## config.mk

```make
export PLATFORM = sky130hd
export DESIGN_NAME = wb_retire_queue
export DESIGN_NICKNAME = d
export VERILOG_FILES = /design/src/rtl/wb_retire_queue_pkg.sv /design/src/rtl/wb_fwd_lookup.sv /design/src/rtl/wb_retire_queue.sv
export SDC_FILE = /design/constraint.sdc
export NUM_CORES = 1
export LEC_CHECK = 0
export CORE_MARGIN = 2
export CORE_UTILIZATION = 30
export DETAILED_ROUTE_END_ITERATION = 8
export REMOVE_ABC_BUFFERS = 1
export SLEW_MARGIN = 20
export SYNTH_ARGS = -nofsm -noshare
export SYNTH_HDL_FRONTEND = slang
export SYNTH_SLANG_ARGS = --single-unit
```

## constraint.sdc

```tcl
create_clock -name clk -period 5.6 [get_ports clk]
set_input_delay 1.12 -clock clk [delete_from_list [all_inputs] [get_ports clk]]
set_output_delay 1.12 -clock clk [all_outputs]
set_load 0.01 [all_outputs]
```

## src/rtl/wb_retire_queue_pkg.sv

```systemverilog
// Shared entry layout for the writeback retire queue. MEM packs entries in this
// bit order: {rf_we, rd, data, exc}, with exc in bit 0.
package wb_retire_queue_pkg;

  localparam int WB_EXC_BIT  = 0;
  localparam int WB_DATA_LSB = 1;

  function automatic int wb_entry_width(input int reg_aw, input int data_w);
    return 1 + reg_aw + data_w + 1;
  endfunction

  function automatic int wb_rd_lsb(input int data_w);
    return WB_DATA_LSB + data_w;
  endfunction

  function automatic int wb_we_bit(input int reg_aw, input int data_w);
    return wb_rd_lsb(data_w) + reg_aw;
  endfunction

  function automatic int wb_ptr_width(input int depth);
    return (depth > 1) ? $clog2(depth) : 1;
  endfunction

endpackage

```

## src/rtl/wb_fwd_lookup.sv

```systemverilog
// Priority search over the queue entries for one forwarding port; the entry
// nearest wr_ptr (youngest) wins.
module wb_fwd_lookup #(
  parameter int DATA_W = 32,
  parameter int REG_AW = 5,
  parameter int DEPTH  = 2,
  parameter int PW     = 1
) (
  input  logic [DEPTH-1:0]        cand,
  input  logic [DEPTH*REG_AW-1:0] rd_flat,
  input  logic [DEPTH*DATA_W-1:0] data_flat,
  input  logic [PW-1:0]           wr_ptr,
  input  logic [REG_AW-1:0]       ra,
  output logic                    hit,
  output logic [DATA_W-1:0]       data
);

  logic [PW-1:0] idx;

  // Walk oldest-to-youngest so the last match written is the youngest.
  always_comb begin
    hit  = 1'b0;
    data = '0;
    idx  = '0;
    for (int k = DEPTH; k >= 1; k--) begin
      idx = wr_ptr - PW'(k);
      if (cand[idx] && (rd_flat[idx*REG_AW +: REG_AW] == ra) && (ra != '0)) begin
        hit  = 1'b1;
        data = data_flat[idx*DATA_W +: DATA_W];
      end
    end
  end

endmodule

```

## src/rtl/wb_retire_queue.sv

```systemverilog
// Writeback retire queue: buffers completed MEM results, retires one per cycle
// to the register file and forwards pending data to ID on two lookup ports.
module wb_retire_queue
  import wb_retire_queue_pkg::*;
#(
  parameter int DATA_W = 32,
  parameter int REG_AW = 5,
  parameter int DEPTH  = 2,
  parameter int CNT_W  = 64
) (
  input  logic              clk,
  input  logic              rst,
  input  logic              in_valid,
  output logic              in_allow,
  input  logic              in_rf_we,
  input  logic [REG_AW-1:0] in_rd,
  input  logic [DATA_W-1:0] in_data,
  input  logic              in_exc,
  input  logic              hold,
  input  logic              flush,
  output logic              rf_we,
  output logic [REG_AW-1:0] rf_waddr,
  output logic [DATA_W-1:0] rf_wdata,
  input  logic [REG_AW-1:0] ra0,
  input  logic [REG_AW-1:0] ra1,
  output logic              fwd_hit0,
  output logic              fwd_hit1,
  output logic [DATA_W-1:0] fwd_data0,
  output logic [DATA_W-1:0] fwd_data1,
  output logic              empty,
  output logic [CNT_W-1:0]  retire_count
);

  localparam int PW    = wb_ptr_width(DEPTH);
  localparam int CW    = PW + 1;
  localparam int EW    = wb_entry_width(REG_AW, DATA_W);
  localparam int RD_L  = wb_rd_lsb(DATA_W);
  localparam int WE_B  = wb_we_bit(REG_AW, DATA_W);

  logic [EW-1:0]          mem [DEPTH];
  logic [PW-1:0]          wr_ptr;
  logic [PW-1:0]          rd_ptr;
  logic [CW-1:0]          count;
  logic                   push;
  logic                   pop;
  logic [EW-1:0]          head;
  logic [DEPTH-1:0]       ent_valid;
  logic [DEPTH-1:0]       ent_cand;
  logic [DEPTH*REG_AW-1:0] rd_flat;
  logic [DEPTH*DATA_W-1:0] data_flat;

  assign in_allow = (count != CW'(DEPTH));
  assign empty    = (count == '0);
  assign push     = in_valid && in_allow && !flush;
  assign pop      = (count != '0) && !hold && !flush;

  assign head     = mem[rd_ptr];
  assign rf_waddr = head[RD_L +: REG_AW];
  assign rf_wdata = head[WB_DATA_LSB +: DATA_W];
  assign rf_we    = pop && head[WE_B] && !head[WB_EXC_BIT] && (rf_waddr != '0);

  always_ff @(posedge clk) begin
    if (rst) begin
      wr_ptr       <= '0;
      rd_ptr       <= '0;
      count        <= '0;
      retire_count <= '0;
    end else if (flush) begin
      wr_ptr <= '0;
      rd_ptr <= '0;
      count  <= '0;
    end else begin
      if (push) wr_ptr <= wr_ptr + PW'(1);
      if (pop) begin
        rd_ptr       <= rd_ptr + PW'(1);
        retire_count <= retire_count + CNT_W'(1);
      end
      count <= count + CW'(push) - CW'(pop);
    end
  end

  // Entry payload needs no reset; validity comes from count and the pointers.
  always_ff @(posedge clk) begin
    if (push) mem[wr_ptr] <= {in_rf_we, in_rd, in_data, in_exc};
  end

  for (genvar i = 0; i < DEPTH; i++) begin : g_ent
    logic [PW-1:0] age;
    assign age          = PW'(i) - rd_ptr;
    assign ent_valid[i] = ({1'b0, age} < count);
    assign ent_cand[i]  = ent_valid[i] && mem[i][WE_B] && !mem[i][WB_EXC_BIT];
    assign rd_flat[i*REG_AW +: REG_AW]   = mem[i][RD_L +: REG_AW];
    assign data_flat[i*DATA_W +: DATA_W] = mem[i][WB_DATA_LSB +: DATA_W];
  end

  wb_fwd_lookup #(
    .DATA_W (DATA_W),
    .REG_AW (REG_AW),
    .DEPTH  (DEPTH),
    .PW     (PW)
  ) u_fwd0 (
    .cand      (ent_cand),
    .rd_flat   (rd_flat),
    .data_flat (data_flat),
    .wr_ptr    (wr_ptr),
    .ra        (ra0),
    .hit       (fwd_hit0),
    .data      (fwd_data0)
  );

  wb_fwd_lookup #(
    .DATA_W (DATA_W),
    .REG_AW (REG_AW),
    .DEPTH  (DEPTH),
    .PW     (PW)
  ) u_fwd1 (
    .cand      (ent_cand),
    .rd_flat   (rd_flat),
    .data_flat (data_flat),
    .wr_ptr    (wr_ptr),
    .ra        (ra1),
    .hit       (fwd_hit1),
    .data      (fwd_data1)
  );

endmodule

```

### Word level (Yosys, flattened, before mapping)

Memories as Yosys holds them, arrays and structs flattened. A register that Yosys moved wholly into a read port is not among the register bits.
Cells that the tools add are included.

* RAM bits: 78
* logic and storage cells: 76
* output and inout port bits: 170
* memories kept: 1
* bits in registers: 68

* add/sub/neg operators: 8
* bitwise logic cells: 1
* eq/ne operators: 5
* shift operators: 4
* $lt $le $gt $ge: 4
* muxes and demuxes: 16
* multiply operators: 2
* reduce and logical (&&, ||, !) cells: 31

Memory list
* mem: depth 2, bits a word 39, rd ports 3, clocked after Yosys merged registers in 1, wr ports 1, RTL line wb_retire_queue.sv:40 `logic [EW-1:0] mem [DEPTH];`

Operators with widths (number)
* $mux W32: 4
* $shiftx A64 B7 Y32: 2
* $add A64 B1 Y64 const B: 1
* $eq A5 B5 Y1: 4
* $shiftx A10 B5 Y5: 2
* $logic_and A1 B1 Y1: 19
* $reduce_bool A5 Y1: 3
* $mux W1: 12
* $mul A1 B3 Y4 const B: 2
* $logic_not A1 Y1: 5
* $lt A1 B2 Y1: 2
* $lt A1 B2 Y1 const B: 2
* $add A1 B1 Y1 const B: 2
* $add A2 B1 Y2: 1
* $logic_not A2 Y1: 1
* $ne A2 B2 Y1 const B: 1
* $reduce_and A2 Y1: 1
* $reduce_bool A2 Y1: 1
* $reduce_or A2 Y1: 1
* $sub A1 B1 Y1 const A: 2
* $sub A2 B1 Y2: 1
* $not A1 Y1: 1
* $sub A1 B1 Y1 const B: 1

### Depth between registers and ports, before layout

* depth in word-level cells: 10
* depth in mapped cells: 9
* mapped depth without buffers: 8

### Hierarchy

Synthesis repeated with hierarchy kept, for this count alone.

* cells, all modules: 883
* area total of the unflattened synthesis: 9454.1 um^2

Modules (own cells, without submodules)
* wb_retire_queue: area an instance 6198.4 um^2, instances 1, cells an instance 529
* wb_fwd_lookup: area an instance 1627.8 um^2, instances 2, cells an instance 177

### Worst setup path after synthesis

OpenSTA, ideal clock, no wires.

* path kind: in2out
* from: input port ra1[1]
* to: output port fwd_data1[10]
* path slack: 1.585 ns
* arrival time: 2.895 ns
* stages: 7
* required time: 4.480 ns
* path buffers: 2
* cell sequence: or4_1 or2_2 nand3_1 buf_2 clkbuf_1 o2111ai_1 a22oi_1

* word-level cells in the longest chain between the ends: 5
* elaborated cells on any way between the ends: 9
* classes of those cells: 2 x eq/ne; 2 x mux; 5 x reduce/logical

Ends and longest elaborated chain
* from (decl): RTL line wb_retire_queue.sv:25 `input logic [REG_AW-1:0] ra1,`
* $eq A5 B5 Y1: RTL line wb_fwd_lookup.sv:27 `if (cand[idx] && (rd_flat[idx*REG_AW +: REG_AW] == ra) && (ra != '0)) begin`
* $logic_and A1 B1 Y1 (2 in a row): RTL line wb_fwd_lookup.sv:27
* $mux W32: RTL line wb_fwd_lookup.sv:27
* $mux W32 *: RTL line wb_fwd_lookup.sv:27
* to (decl): RTL line wb_retire_queue.sv:29 `output logic [DATA_W-1:0] fwd_data1,`

Every way passes the cells marked *; elsewhere a longest branch is shown, timed or not.

### Worst setup path in the final report

* from: input port ra0[2]
* to: output port fwd_data0[17]

* word-level cells in the longest chain between the ends: 5
* elaborated cells on any way between the ends: 9
* classes of those cells: 2 x eq/ne; 2 x mux; 5 x reduce/logical

Ends and longest elaborated chain
* from (decl): RTL line wb_retire_queue.sv:24 `input logic [REG_AW-1:0] ra0,`
* $eq A5 B5 Y1: RTL line wb_fwd_lookup.sv:27
* $logic_and A1 B1 Y1 (2 in a row): RTL line wb_fwd_lookup.sv:27
* $mux W32: RTL line wb_fwd_lookup.sv:27
* $mux W32 *: RTL line wb_fwd_lookup.sv:27
* to (decl): RTL line wb_retire_queue.sv:28 `output logic [DATA_W-1:0] fwd_data0,`

Marked as above.

==> results.json <==
{
  "final_common_cell": "clkdlybuf4s50_1",
  "dp_cells": 1541,
  "fin_skew_ps": 16.89,
  "fin_crit_ps": 5178,
  "overflow": 0,
  "slew-limit-headroom_pct": 30.54,
  "drive_gt1_share_pct": 10.85,
  "track_usage_pct": 19.56,
  "hold_viol": 0,
  "vias": 9780,
  "final.fill_count": 3081,
  "cpMostUsedCell": "clkdlybuf4s50_1",
  "wirelength_mm": 33.59,
  "final_cell_mix": "clkdlybuf4s50_1, o2111ai_1, a31oi_1, edfxtp_1, dfxtp_1",
  "antenna_found_initial": 5,
  "core.rowCount": 65,
  "clkSlewWorstSetupHoldPaths_ps": 70,
  "fin_crit_sh_pct": 92.47,
  "cts_tree": "done",
  "p_clk_share_pct": 43.1,
  "status": "completed",
  "cts_num_sinks": 147,
  "core_area_um2": 31470,
  "power_frac_comb_pct": 12.6,
  "cp.required_ps": 4480,
  "min_path_type": "reg -> reg",
  "worst-path-buf-inv": 3,
  "drtIter0Drc": 882,
  "avgSynthCellArea_um2": 9.487,
  "dp_hpwl_mm": 21.89,
  "cts_setup_buffers": 0,
  "finalSetupViolations": 0,
  "dr.pass1.iters": 5,
  "synth.distinct_cells": 54,
  "grt_pass1_vias": 8954,
  "cp-end-kind": "primary output",
  "synth_warnings": 0,
  "p_seq_share_pct": 44.3,
  "die_w_um": 182.4,
  "syn_inst": 1007,
  "final_nets": 1215,
  "ys_seq_elements": 147,
  "final_antenna_net_count": 0,
  "io_pins": 224,
  "cpMaxStageDelayCell": "clkdlybuf4s50_1",
  "hold_ws_ps": 481.1,
  "ys_seq_area_share_pct": 38.98,
  "cts_root_buf": "clkbuf_16",
  "fmaxAchievable_mhz": 193.1,
  "gp_congestion": 0.8309,
  "crit_type": "in -> out",
  "die_height_um": 182.4,
  "crit_family": "buffers and inverters",
  "cp.arrival_ps": 4060,
  "cp-start-kind": "input port",
  "rsz0062_at_grt": "false",
  "die_area_um2": 33290,
  "crit_start": "ra0[2]",
  "internal_power_uw": 1919,
  "tightest_slew_ps": 1039,
  "p_sw_uw": 734.4,
  "crit_path_cell_trace": "clkdlybuf4s50_1 -> xnor2_1 -> a2111o_2 -> buf_4 -> o2111ai_1 -> a32oi_1 -> clkdlybuf4s50_1",
  "synth_edf_count": 78,
  "power_density_nw_per_um2": 209.0,
  "timing.reg2reg.setup_slack_ps": 2740,
  "grt_first_pass_wirelength_mm": 51.98,
  "htreeDepth": 4,
  "drc": 0,
  "p_leak_uw": 0.003636,
  "cts.path.max_buffers": 2,
  "area_delta_synth_final_pct": 32.90,
  "initial_utilization_pct": 30.35,
  "crit_fanout": 30,
  "reg2reg_from": "retire_count[27]$_SDFFE_PP0P_",
  "p_sw_share_pct": 27.68,
  "port_buffers": 223,
  "clk_latency_ps": 430,
  "maxCapViolCount": 0,
  "cts_resized": 0,
  "vdd_drop_max_mv": 0.1194,
  "vias_per_cell": 6.213,
  "ys.flop_type": "edfxtp_1",
  "hp-start": "retire_count[63]$_SDFFE_PP0P_",
  "synthArstFlopShare_pct": 0,
  "grt_max_degree": 66,
  "final_cells": 1574,
  "postCtsHoldBufs": 0,
  "mappedNetlistArea_um2": 9553,
  "slew_viol_final": 0,
  "post_drt_wl_per_cell_um": 21.34,
  "numCtsBuffers": 17,
  "cpPeakStageDelay_ps": 610
}
[routing by layer]
| metal | routed length, um | vias up | global-route usage [%] |
|---|---|---|---|
| met5 | 44 | - | 0 |
| met4 | 454 | 6 | 4.355 |
| met3 | 3222 | 47 | 5.528 |
| met2 | 15010 | 552 | 30.43 |
| met1 | 14860 | 4698 | 26.95 |
| li1 | - | 4477 | - |
[synthesized netlist by cell type, types with 3 or more instances]
| master | count | area [um2] |
|---|---|---|
| o2111ai_1 | 128 | 1121 |
| a31oi_1 | 88 | 550.5 |
| clkbuf_1 | 81 | 304.0 |
| edfxtp_1 | 78 | 2342 |
| dfxtp_1 | 69 | 1381 |
| nand3_1 | 68 | 340.3 |
| nor2_1 | 47 | 176.4 |
| mux2_2 | 41 | 461.7 |
| a32oi_1 | 40 | 350.3 |
| a21oi_1 | 37 | 185.2 |
| nand2_1 | 32 | 120.1 |
| buf_2 | 26 | 130.1 |
| xor2_1 | 25 | 219.0 |
| a22oi_1 | 24 | 180.2 |
| nand4_1 | 24 | 150.1 |
| xnor2_1 | 23 | 201.4 |
| o21ai_0 | 19 | 95.09 |
| or4_1 | 19 | 142.6 |
| or3_1 | 18 | 112.6 |
| o31ai_1 | 17 | 127.6 |
| nor3_1 | 14 | 70.07 |
| mux2i_1 | 11 | 110.1 |
| inv_1 | 10 | 37.54 |
| buf_6 | 9 | 101.4 |
| and3_1 | 7 | 43.79 |
| and4_1 | 6 | 52.55 |
| nor2b_1 | 5 | 31.28 |
| nor4_1 | 5 | 31.28 |
| ha_1 | 3 | 37.54 |
| nand2b_1 | 3 | 18.77 |
[power groups by stage]
stage | Sequential, uW | Combinational (uW) | Clock, uW
after floorplan | 1200 | 135 | 0
after global placement | 1200 | 327 | 0
after detailed placement | 1200 | 331 | 0
after CTS | 1180 | 332 | 1170
after global routing | 1180 | 354 | 1210
final | 1180 | 334 | 1140
[final timing paths]
check	endpoint	cells after the start
setup reg to reg	retire_count[63]$_SDFFE_PP0P_	5
setup / recovery	fwd_data0[17]	7
hold reg to reg	retire_count[63]$_SDFFE_PP0P_	2
hold / removal	retire_count[63]$_SDFFE_PP0P_	2
[through the flow]
stage | power (uW) | TNS, ps | instance area, um2 | setup WS, ps | utilization (%)
after detailed placement | 1531 | 0 | 12120 | 470.6 | 38.52
final | 2654 | 0 | 12700 | 421.9 | 40.34
after global routing | 2746 | 0 | 12690 | 305.7 | 40.33
after global placement | 1526 | 0 | 12120 | 530.0 | 38.51
after floorplan | 1332 | -221430 | 8999 | -3479 | -
after CTS | 2680 | 0 | 12690 | 471.7 | 40.33
[sequential cells by signal (all words and copies together) (netlist names), named ones only]
signal	count
rd_ptr	1
retire_count	64
count	2
wr_ptr	1
mem	78
[area by class of cell]
class | instances | area, um2 | area share, %
well taps | 402 | 503.0 | 3.962
clock inverters | 15 | 143.9 | 1.133
multi-input cells | 730 | 5301 | 41.76
inverters | 11 | 41.29 | 0.3252
clock buffers | 17 | 425.4 | 3.351
flip-flops and latches | 147 | 3729 | 29.37
repair buffers | 251 | 2550 | 20.08
diodes | 1 | 2.502 | 0.01971
[kinds of logic (layout without fill, tap and decap cells)]
| logic type | Yosys count | after routing | share of synthesized area (%) |
|---|---|---|---|
| AOI/OAI and AO/OA | 364 | 364 | 28.74 |
| and+or+nand+nor | 263 | 263 | 15.27 |
| DFF | 147 | 147 | 38.98 |
| buffers and inverters | 130 | 294 | 6.234 |
| muxes | 52 | 52 | 5.986 |
| xor gates and xnor gates | 48 | 48 | 4.401 |
| adders and majority gates | 3 | 3 | 0.3930 |
| other | 0 | 1 | 0 |
[worst reg2reg max path, delay by kind of cell, from the launching register on]
family / cells / cell delay, ps
AOI/OAI and AO/OA: 1 / 140
and+or+nand+nor: 4 / 2140
DFF: 1 / 510
(Power assumes the default switching activity.)
